===== src/rtl/lampFPU_pkg.sv =====
// -----------------------------------------------------------------------------
// lampFPU_pkg
// Shared types and constants for the square-root arbiter front-end.
//   state_t      : controller FSM states (IDLE, ISSUE, WAIT, RESP)
//   cls_t        : operand classification (NORMAL, ZERO, NAN, PINF)
//   cls_res_t    : classification plus the result a special operand maps to
//   lamp_classify: unpacks a bfloat16 operand and classifies it
// -----------------------------------------------------------------------------
package lampFPU_pkg;

   typedef enum logic [1:0] {
      IDLE,
      ISSUE,
      WAIT,
      RESP
   } state_t;

   typedef enum logic [1:0] {
      NORMAL,
      ZERO,
      NAN,
      PINF
   } cls_t;

   localparam logic [8:0]  LAMP_FLOAT_E_BIAS = 9'd127;
   localparam logic [15:0] LAMP_QNAN         = 16'h7FC0;
   localparam logic [15:0] LAMP_PINF         = 16'h7F80;

   typedef struct packed {
      cls_t        cls;
      logic [15:0] res;
   } cls_res_t;

   // Priority matters: a zero exponent flushes to signed zero even when the
   // sign is set, and a negative non-zero operand (including -inf) is invalid.
   function automatic cls_res_t lamp_classify(input logic [15:0] op);
      cls_res_t   r;
      logic       s;
      logic [7:0] e;
      logic [6:0] f;
      s     = op[15];
      e     = op[14:7];
      f     = op[6:0];
      r.cls = NORMAL;
      r.res = '0;
      if (e == 8'd0) begin
         r.cls = ZERO;
         r.res = {s, 15'b0};
      end else if (e == 8'hFF && f != 7'd0) begin
         r.cls = NAN;
         r.res = LAMP_QNAN;
      end else if (s) begin
         r.cls = NAN;
         r.res = LAMP_QNAN;
      end else if (e == 8'hFF) begin
         r.cls = PINF;
         r.res = LAMP_PINF;
      end
      return r;
   endfunction

endpackage


===== src/rtl/sqrt_arbiter_ctrl_rr_arbiter.sv =====
// -----------------------------------------------------------------------------
// rr_arbiter
// Purely combinational round-robin picker. Searches req upward from ptr,
// wrapping modulo N_REQ, and grants the first asserted requester.
//   req   in  N_REQ           request vector
//   ptr   in  clog2(N_REQ)    search start index (register owned by parent)
//   en    in  1               grant enable; grant is all-zero when low
//   grant out N_REQ           one-hot grant (or zero)
// -----------------------------------------------------------------------------
module rr_arbiter #(
   parameter int N_REQ = 4
) (
   input  logic [N_REQ-1:0]         req,
   input  logic [$clog2(N_REQ)-1:0] ptr,
   input  logic                     en,
   output logic [N_REQ-1:0]         grant
);

   localparam int PW = $clog2(N_REQ);

   logic          found;
   logic [PW:0]   sum;
   logic [PW-1:0] idx;

   always_comb begin
      grant = '0;
      found = 1'b0;
      sum   = '0;
      idx   = '0;
      for (int i = 0; i < N_REQ; i++) begin
         // One extra bit so ptr+i cannot overflow before the modulo wrap.
         sum = {1'b0, ptr} + (PW+1)'(i);
         if (sum >= (PW+1)'(N_REQ)) begin
            sum = sum - (PW+1)'(N_REQ);
         end
         idx = sum[PW-1:0];
         if (en && !found && req[idx]) begin
            grant[idx] = 1'b1;
            found      = 1'b1;
         end
      end
   end

endmodule


===== src/rtl/sqrt_arbiter_ctrl.sv =====
// -----------------------------------------------------------------------------
// sqrt_arbiter_ctrl
// Shares one SquareRootModule between N_REQ requesters. Round-robin accepts
// one bfloat16 operand, classifies it, sequences the sqrt unit (doSqrt or
// special_case pulse, then waits for valid), repacks the bfloat16 result and
// returns it to the owning requester. One operation in flight at a time.
//
// Ports:
//   clk, rst        clock; synchronous active-high reset
//   req_valid_i     per-requester request valid
//   req_op_i        packed operands, requester k at [16k+15:16k]
//   req_ready_o     one-hot accept (combinational, IDLE only)
//   rsp_valid_o     one-hot response valid toward the owner
//   rsp_res_o       shared bfloat16 result bus
//   rsp_ready_i     per-requester response ready
//   sq_do_o         doSqrt pulse          sq_special_o  special_case pulse
//   sq_s_o          {1, frac}             sq_odd_o      unbiased exponent odd
//   sq_valid_i      sqrt unit valid       sq_res_i      sqrt unit mantissa
//   busy_o          high whenever not IDLE
//
// Optional build macro SQRT_ARB_PERF_EN adds:
//   perf_ops_o      saturating count of completed response handshakes
//   perf_maxlat_o   maximum ISSUE-to-sq_valid_i cycle count
// -----------------------------------------------------------------------------
module sqrt_arbiter_ctrl
   import lampFPU_pkg::*;
#(
   parameter int N_REQ = 4
) (
   input  logic                  clk,
   input  logic                  rst,
   input  logic [N_REQ-1:0]      req_valid_i,
   input  logic [N_REQ*16-1:0]   req_op_i,
   output logic [N_REQ-1:0]      req_ready_o,
   output logic [N_REQ-1:0]      rsp_valid_o,
   output logic [15:0]           rsp_res_o,
   input  logic [N_REQ-1:0]      rsp_ready_i,
   output logic                  sq_do_o,
   output logic [7:0]            sq_s_o,
   output logic                  sq_odd_o,
   output logic                  sq_special_o,
   input  logic                  sq_valid_i,
   input  logic [7:0]            sq_res_i,
   output logic                  busy_o
`ifdef SQRT_ARB_PERF_EN
   ,
   output logic [31:0]           perf_ops_o,
   output logic [15:0]           perf_maxlat_o
`endif
);

   localparam int PW = $clog2(N_REQ);

   state_t        state, state_nxt;
   logic [PW-1:0] rr_ptr;
   logic [PW-1:0] owner;
   logic [14:0]   op_q;          // exponent and fraction; sign only matters to classification
   logic          special_q;
   logic [15:0]   special_res_q;

   logic [N_REQ-1:0] grant;
   logic [PW-1:0]    grant_idx;
   logic [15:0]      op_sel;
   cls_res_t         sel_cls;
   logic [8:0]       er_sum;
   logic             owner_ready;
   logic             unused_res_msb;

   // The MSB of the sqrt mantissa is the implicit 1 and is dropped on repack.
   assign unused_res_msb = sq_res_i[7];

   rr_arbiter #(.N_REQ(N_REQ)) u_rr_arbiter (
      .req   (req_valid_i),
      .ptr   (rr_ptr),
      .en    (state == IDLE),
      .grant (grant)
   );

   assign req_ready_o = grant;
   assign busy_o      = (state != IDLE);
   assign owner_ready = rsp_ready_i[owner];
   assign sel_cls     = lamp_classify(op_sel);

   // Result exponent: (E + bias) >> 1 in 9 bits, i.e. floor((E-127)/2)+127.
   assign er_sum = {1'b0, op_q[14:7]} + LAMP_FLOAT_E_BIAS;

   always_comb begin
      grant_idx = '0;
      op_sel    = '0;
      for (int i = 0; i < N_REQ; i++) begin
         if (grant[i]) begin
            grant_idx = PW'(i);
            op_sel    = req_op_i[16*i +: 16];
         end
      end
   end

   // NOTE: non-blocking assignments in clocked processes so every register
   // samples pre-edge values regardless of statement order.
   always_ff @(posedge clk) begin
      if (rst) begin
         state         <= IDLE;
         rr_ptr        <= '0;
         // NOTE: the operand/result datapath registers are reset as well, so an
         // aborted operation leaves nothing behind to leak into the next one.
         owner         <= '0;
         op_q          <= '0;
         special_q     <= 1'b0;
         special_res_q <= '0;
         rsp_res_o     <= '0;
      end else begin
         state <= state_nxt;
         case (state)
            IDLE: begin
               if (|grant) begin
                  owner         <= grant_idx;
                  op_q          <= op_sel[14:0];
                  special_q     <= (sel_cls.cls != NORMAL);
                  special_res_q <= sel_cls.res;
               end
            end
            WAIT: begin
               if (sq_valid_i) begin
                  rsp_res_o <= special_q ? special_res_q
                                         : {1'b0, er_sum[8:1], sq_res_i[6:0]};
               end
            end
            RESP: begin
               if (owner_ready) begin
                  rr_ptr    <= (owner == PW'(N_REQ-1)) ? '0 : owner + PW'(1);
                  rsp_res_o <= '0;
               end
            end
            default: ;
         endcase
      end
   end

   // NOTE: every output of this process gets a default first; a path that
   // leaves one unassigned would infer a latch.
   always_comb begin
      state_nxt    = state;
      sq_do_o      = 1'b0;
      sq_special_o = 1'b0;
      sq_s_o       = '0;
      sq_odd_o     = 1'b0;
      rsp_valid_o  = '0;
      case (state)
         IDLE: begin
            if (|grant) state_nxt = ISSUE;
         end
         ISSUE: begin
            if (special_q) begin
               sq_special_o = 1'b1;
            end else begin
               sq_do_o  = 1'b1;
               sq_s_o   = {1'b1, op_q[6:0]};
               // Unbiased exponent E-127 is odd exactly when E is even.
               sq_odd_o = ~op_q[7];
            end
            state_nxt = WAIT;
         end
         WAIT: begin
            if (sq_valid_i) state_nxt = RESP;
         end
         RESP: begin
            rsp_valid_o[owner] = 1'b1;
            if (owner_ready) state_nxt = IDLE;
         end
         default: state_nxt = IDLE;
      endcase
   end

`ifdef SQRT_ARB_PERF_EN
   logic [15:0] lat_cnt;

   always_ff @(posedge clk) begin
      if (rst) begin
         perf_ops_o    <= '0;
         perf_maxlat_o <= '0;
         lat_cnt       <= '0;
      end else begin
         if (state == RESP && owner_ready && perf_ops_o != '1) begin
            perf_ops_o <= perf_ops_o + 32'd1;
         end
         // lat_cnt counts the ISSUE cycle as 1, then each WAIT cycle.
         if (state == ISSUE) begin
            lat_cnt <= 16'd1;
         end else if (state == WAIT) begin
            if (sq_valid_i) begin
               if (lat_cnt > perf_maxlat_o) perf_maxlat_o <= lat_cnt;
            end else if (lat_cnt != '1) begin
               lat_cnt <= lat_cnt + 16'd1;
            end
         end
      end
   end
`endif

endmodule


===== config.mk =====
export PLATFORM = sky130hd
export DESIGN_NAME = sqrt_arbiter_ctrl
export DESIGN_NICKNAME = d
export VERILOG_FILES = /design/src/rtl/lampFPU_pkg.sv /design/src/rtl/sqrt_arbiter_ctrl_rr_arbiter.sv /design/src/rtl/sqrt_arbiter_ctrl.sv
export SDC_FILE = /design/constraint.sdc
export NUM_CORES = 1
export LEC_CHECK = 0
export CAP_MARGIN = 20
export CORE_MARGIN = 2
export CORE_UTILIZATION = 45
export DETAILED_ROUTE_END_ITERATION = 8
export PLACE_DENSITY = 0.91
export SYNTH_ARGS = -nofsm -noshare
export SYNTH_HDL_FRONTEND = slang
export SYNTH_HIERARCHICAL = 1
export SYNTH_SLANG_ARGS = --single-unit

===== constraint.sdc =====
create_clock -name clk -period 9.3 [get_ports clk]
set_clock_uncertainty 0.1 [all_clocks]
set_input_delay 1.86 -clock clk [delete_from_list [all_inputs] [get_ports clk]]
set_output_delay 1.86 -clock clk [all_outputs]
set_load 0.005 [all_outputs]

==> impl_results.md <==
* Status: completed
* Placed inst area at 4010 µm²
* Crit-path cells: clkdlybuf4s50_1, mux4_2, inv_1, nand3_2, o221ai_2, clkdlybuf4s50_1
* Worst setup EP type: output pin
* RSZ-0062 raised after global routing: no
* Number of diodes at 0
* Crit start category: input pin
* Least-Margin Pin Slew at 0.638 ns
* Synth Register Bits at 41
* Number of remaining DRC errors at 0
* Max Cap Violations at 0
* Commonest non-fill, non-tap cell in the layout: clkdlybuf4s50_1
* Starting DRT DRC Count at 100
* Max-slew violations at 0
* Routed wire per std cell at 14.6 µm
* Most frequent cells in the layout: clkdlybuf4s50_1 (117), nand2_1 (43), dfxtp_1 (41)
* First-pass GRT wire length at 13200 µm
* # setup viols final at 0
* Longest Clk Path Bufs at 2
* Layout net count at 565
* Tmin final at 6.18 ns
* Largest net degree at the start of global routing at 42
* GR Layer Usage met1 at 26.1%
* CP max stage cell: clkdlybuf4s50_1
* LEAKAGE at 1.54 nW
* Crit path buf inv count at 3
* Busiest grt layer: met2
* Achievable clock frequency at 162 MHz
* Post-synthesis sequential area ratio at 28.9%
* Dpl hpwl at 6220 µm
* Post-Syn Area per Cell at 7.88 µm²
* Initial antenna violation count at 0
* CTS tree: done
* Synthesis-to-finish area growth at 45.4%
* Worst setup slack after layout at 3.12 ns
* Fin. Hold Viols at 0
* Most used cell along the critical path: clkdlybuf4s50_1
* Core Footprint at 5990 µm²
* Critical Path AT at 4.22 ns
* Post-Route WL at 7910 µm
* Worst-case vdd ir drop at 0.131 mV
* Hold WS at 0.350 ns
* Post-Syn Nets at 459
* Power per cell area at 226 nW/µm²
* Fin crit share at 66.5%
* Layout cell share with drive strength beyond 1 at 7.08%
* Reg clk slew, reported paths at 0.07 ns
* Global-route usage over all layers at 22.4%
* Die area at 6950 µm²
* Crit Path Class: in -> out
* CTS buffer count at 5
* Die W at 83.4 µm
* Vias in the first global route at 2927
* Post-Syn Area at 2840 µm²
* CP peak stage delay at 0.63 ns
* Clock Sinks at 41
* I/O pins at 119
* Slew HR at 57.1%
* GR Overflow Total at 0
* Pre-antenna DRT Iters at 4
* Yosys warns at 6
* # hold bufs at CTS at 0
* Die outline height at 83.4 µm
* Post-placement setup slack at 2.74 ns
* GR Layer Usage met2 at 40.7%
* Critical Path RT at 7.34 ns
* Syn Inst Count at 360
* Clk_lat worst skew at 0.29 ns
* Setup TNS at 0 ns
* M3 GR Usage at 5.96%
* Gpl congestion at 0.948
* # fillers at 481
* CP Max Fanout at 10
* Buffers on Ports at 117
* H-tree depth at 2
* Post-CTS Setup Repair Bufs at 0
* Synth cell types at 46
* Starting density of the core at 47.3%
* Delay-heaviest family, CP: buffers and inverters
* Via count at 3023
* Worst Hold Class: reg -> reg
* Vias per Instance at 5.59
* FP Rows at 28
* CTS root buf: clkbuf_8
* Antenna-violating nets left at 0
* Final instance area at 4120 µm²
* Post-cts sizing count at 0
per-stage QoR:
stage	utilization [%]	power, mW	cells
floorplan	-	0.632	360
finish	68.8	0.932	541
global route	68.8	1.01	541
global placement	66.9	0.775	533
CTS	68.6	0.931	540
detailed placement	66.9	0.793	533
path summary, 6_finish.rpt:
path | start | endpoint | slack, ns | depth (start not counted)
worst max-delay path | req_valid_i[3] | req_ready_o[1] | 3.12 | 6
worst min-delay path | rsp_res_o[12] | rsp_res_o[12] | 0.35 | 2
worst max register to register | rr_ptr[0] | special_res_q[6] | 4.97 | 14
worst min register to register | rsp_res_o[12] | rsp_res_o[12] | 0.35 | 2
cell usage after synthesis (all sizes together):
cell type	count	area share (%)
o21a	1	0.26
mux2	2	0.79
a21oi	38	6.7
mux4	4	3.2
nand2b	4	1.1
and2b	1	0.35
a32o	1	0.35
clkbuf	11	1.5
xor2	4	1.2
buf	12	3.1
o22ai	12	2.6
o221ai	4	1.2
dfxtp	41	29
nand4	2	0.44
inv	22	2.9
a22oi	7	1.9
a311oi	1	0.31
ha	16	7.1
nor3	15	2.8
nand2	43	5.7
or3	1	0.22
nor4	3	0.88
a221oi	15	6.0
a211oi	9	2.6
or2	4	0.88
o41ai	1	0.57
and2	14	3.1
nor2	37	4.9
mux2i	7	2.5
nor2b	7	1.5
o21ai	10	1.9
nand3	8	1.6
xnor2	2	0.62
nor4b	1	0.31
worst min-delay path: cells and delay by family, from the launching register on:
kind	cells	cell delay, ns
AOI/OAI and AO/OA	1	0.05
and+or+nand+nor	1	0.05
DFF	1	0.31
registers in the layout (all words and copies together) (netlist names):
| signal | flops |
|---|---|
| op_q | 15 |
| owner | 2 |
| rr_ptr | 2 |
| rsp_res_o | 16 |
| special_q | 1 |
| special_res_q | 3 |
| state | 2 |
layer usage:
layer  share of wire [%]  vias to the layer above
met3                 8.1                       21
li1                    -                     1495
met2                  50                      145
met1                  41                     1362
met5                   0                        -
met4                 1.3                        0
power by group:
group / internal (mW) / total, mW / switching, mW
Sequential: 0.221 / 0.263 / 0.0424
Combinational: 0.246 / 0.534 / 0.288
Clock: 0.0780 / 0.135 / 0.0567
Total: 0.545 / 0.932 / 0.387
kinds of logic after synthesis:
kind of cell	synth area share [%]
XOR/XNOR	1.85
multiplexers	6.44
buffers and inverters	7.46
AND/OR/NAND/NOR	23.9
flip-flops	28.9
adder cells (fa/ha/maj)	7.06
AO/OA/AOI/OAI	24.4
final cells by class:
type	count	area [µm²]	area share, %
multi-input cells	274	1810	43.9
flip-flops and latches	41	821	19.9
inverters	22	82.6	2.00
well taps	75	93.8	2.28
clock buffers	5	68.8	1.67
repair buffers	122	1210	29.4
clock inverters	2	35.0	0.850
No activity file was read; power rests on OpenSTA's default activity.
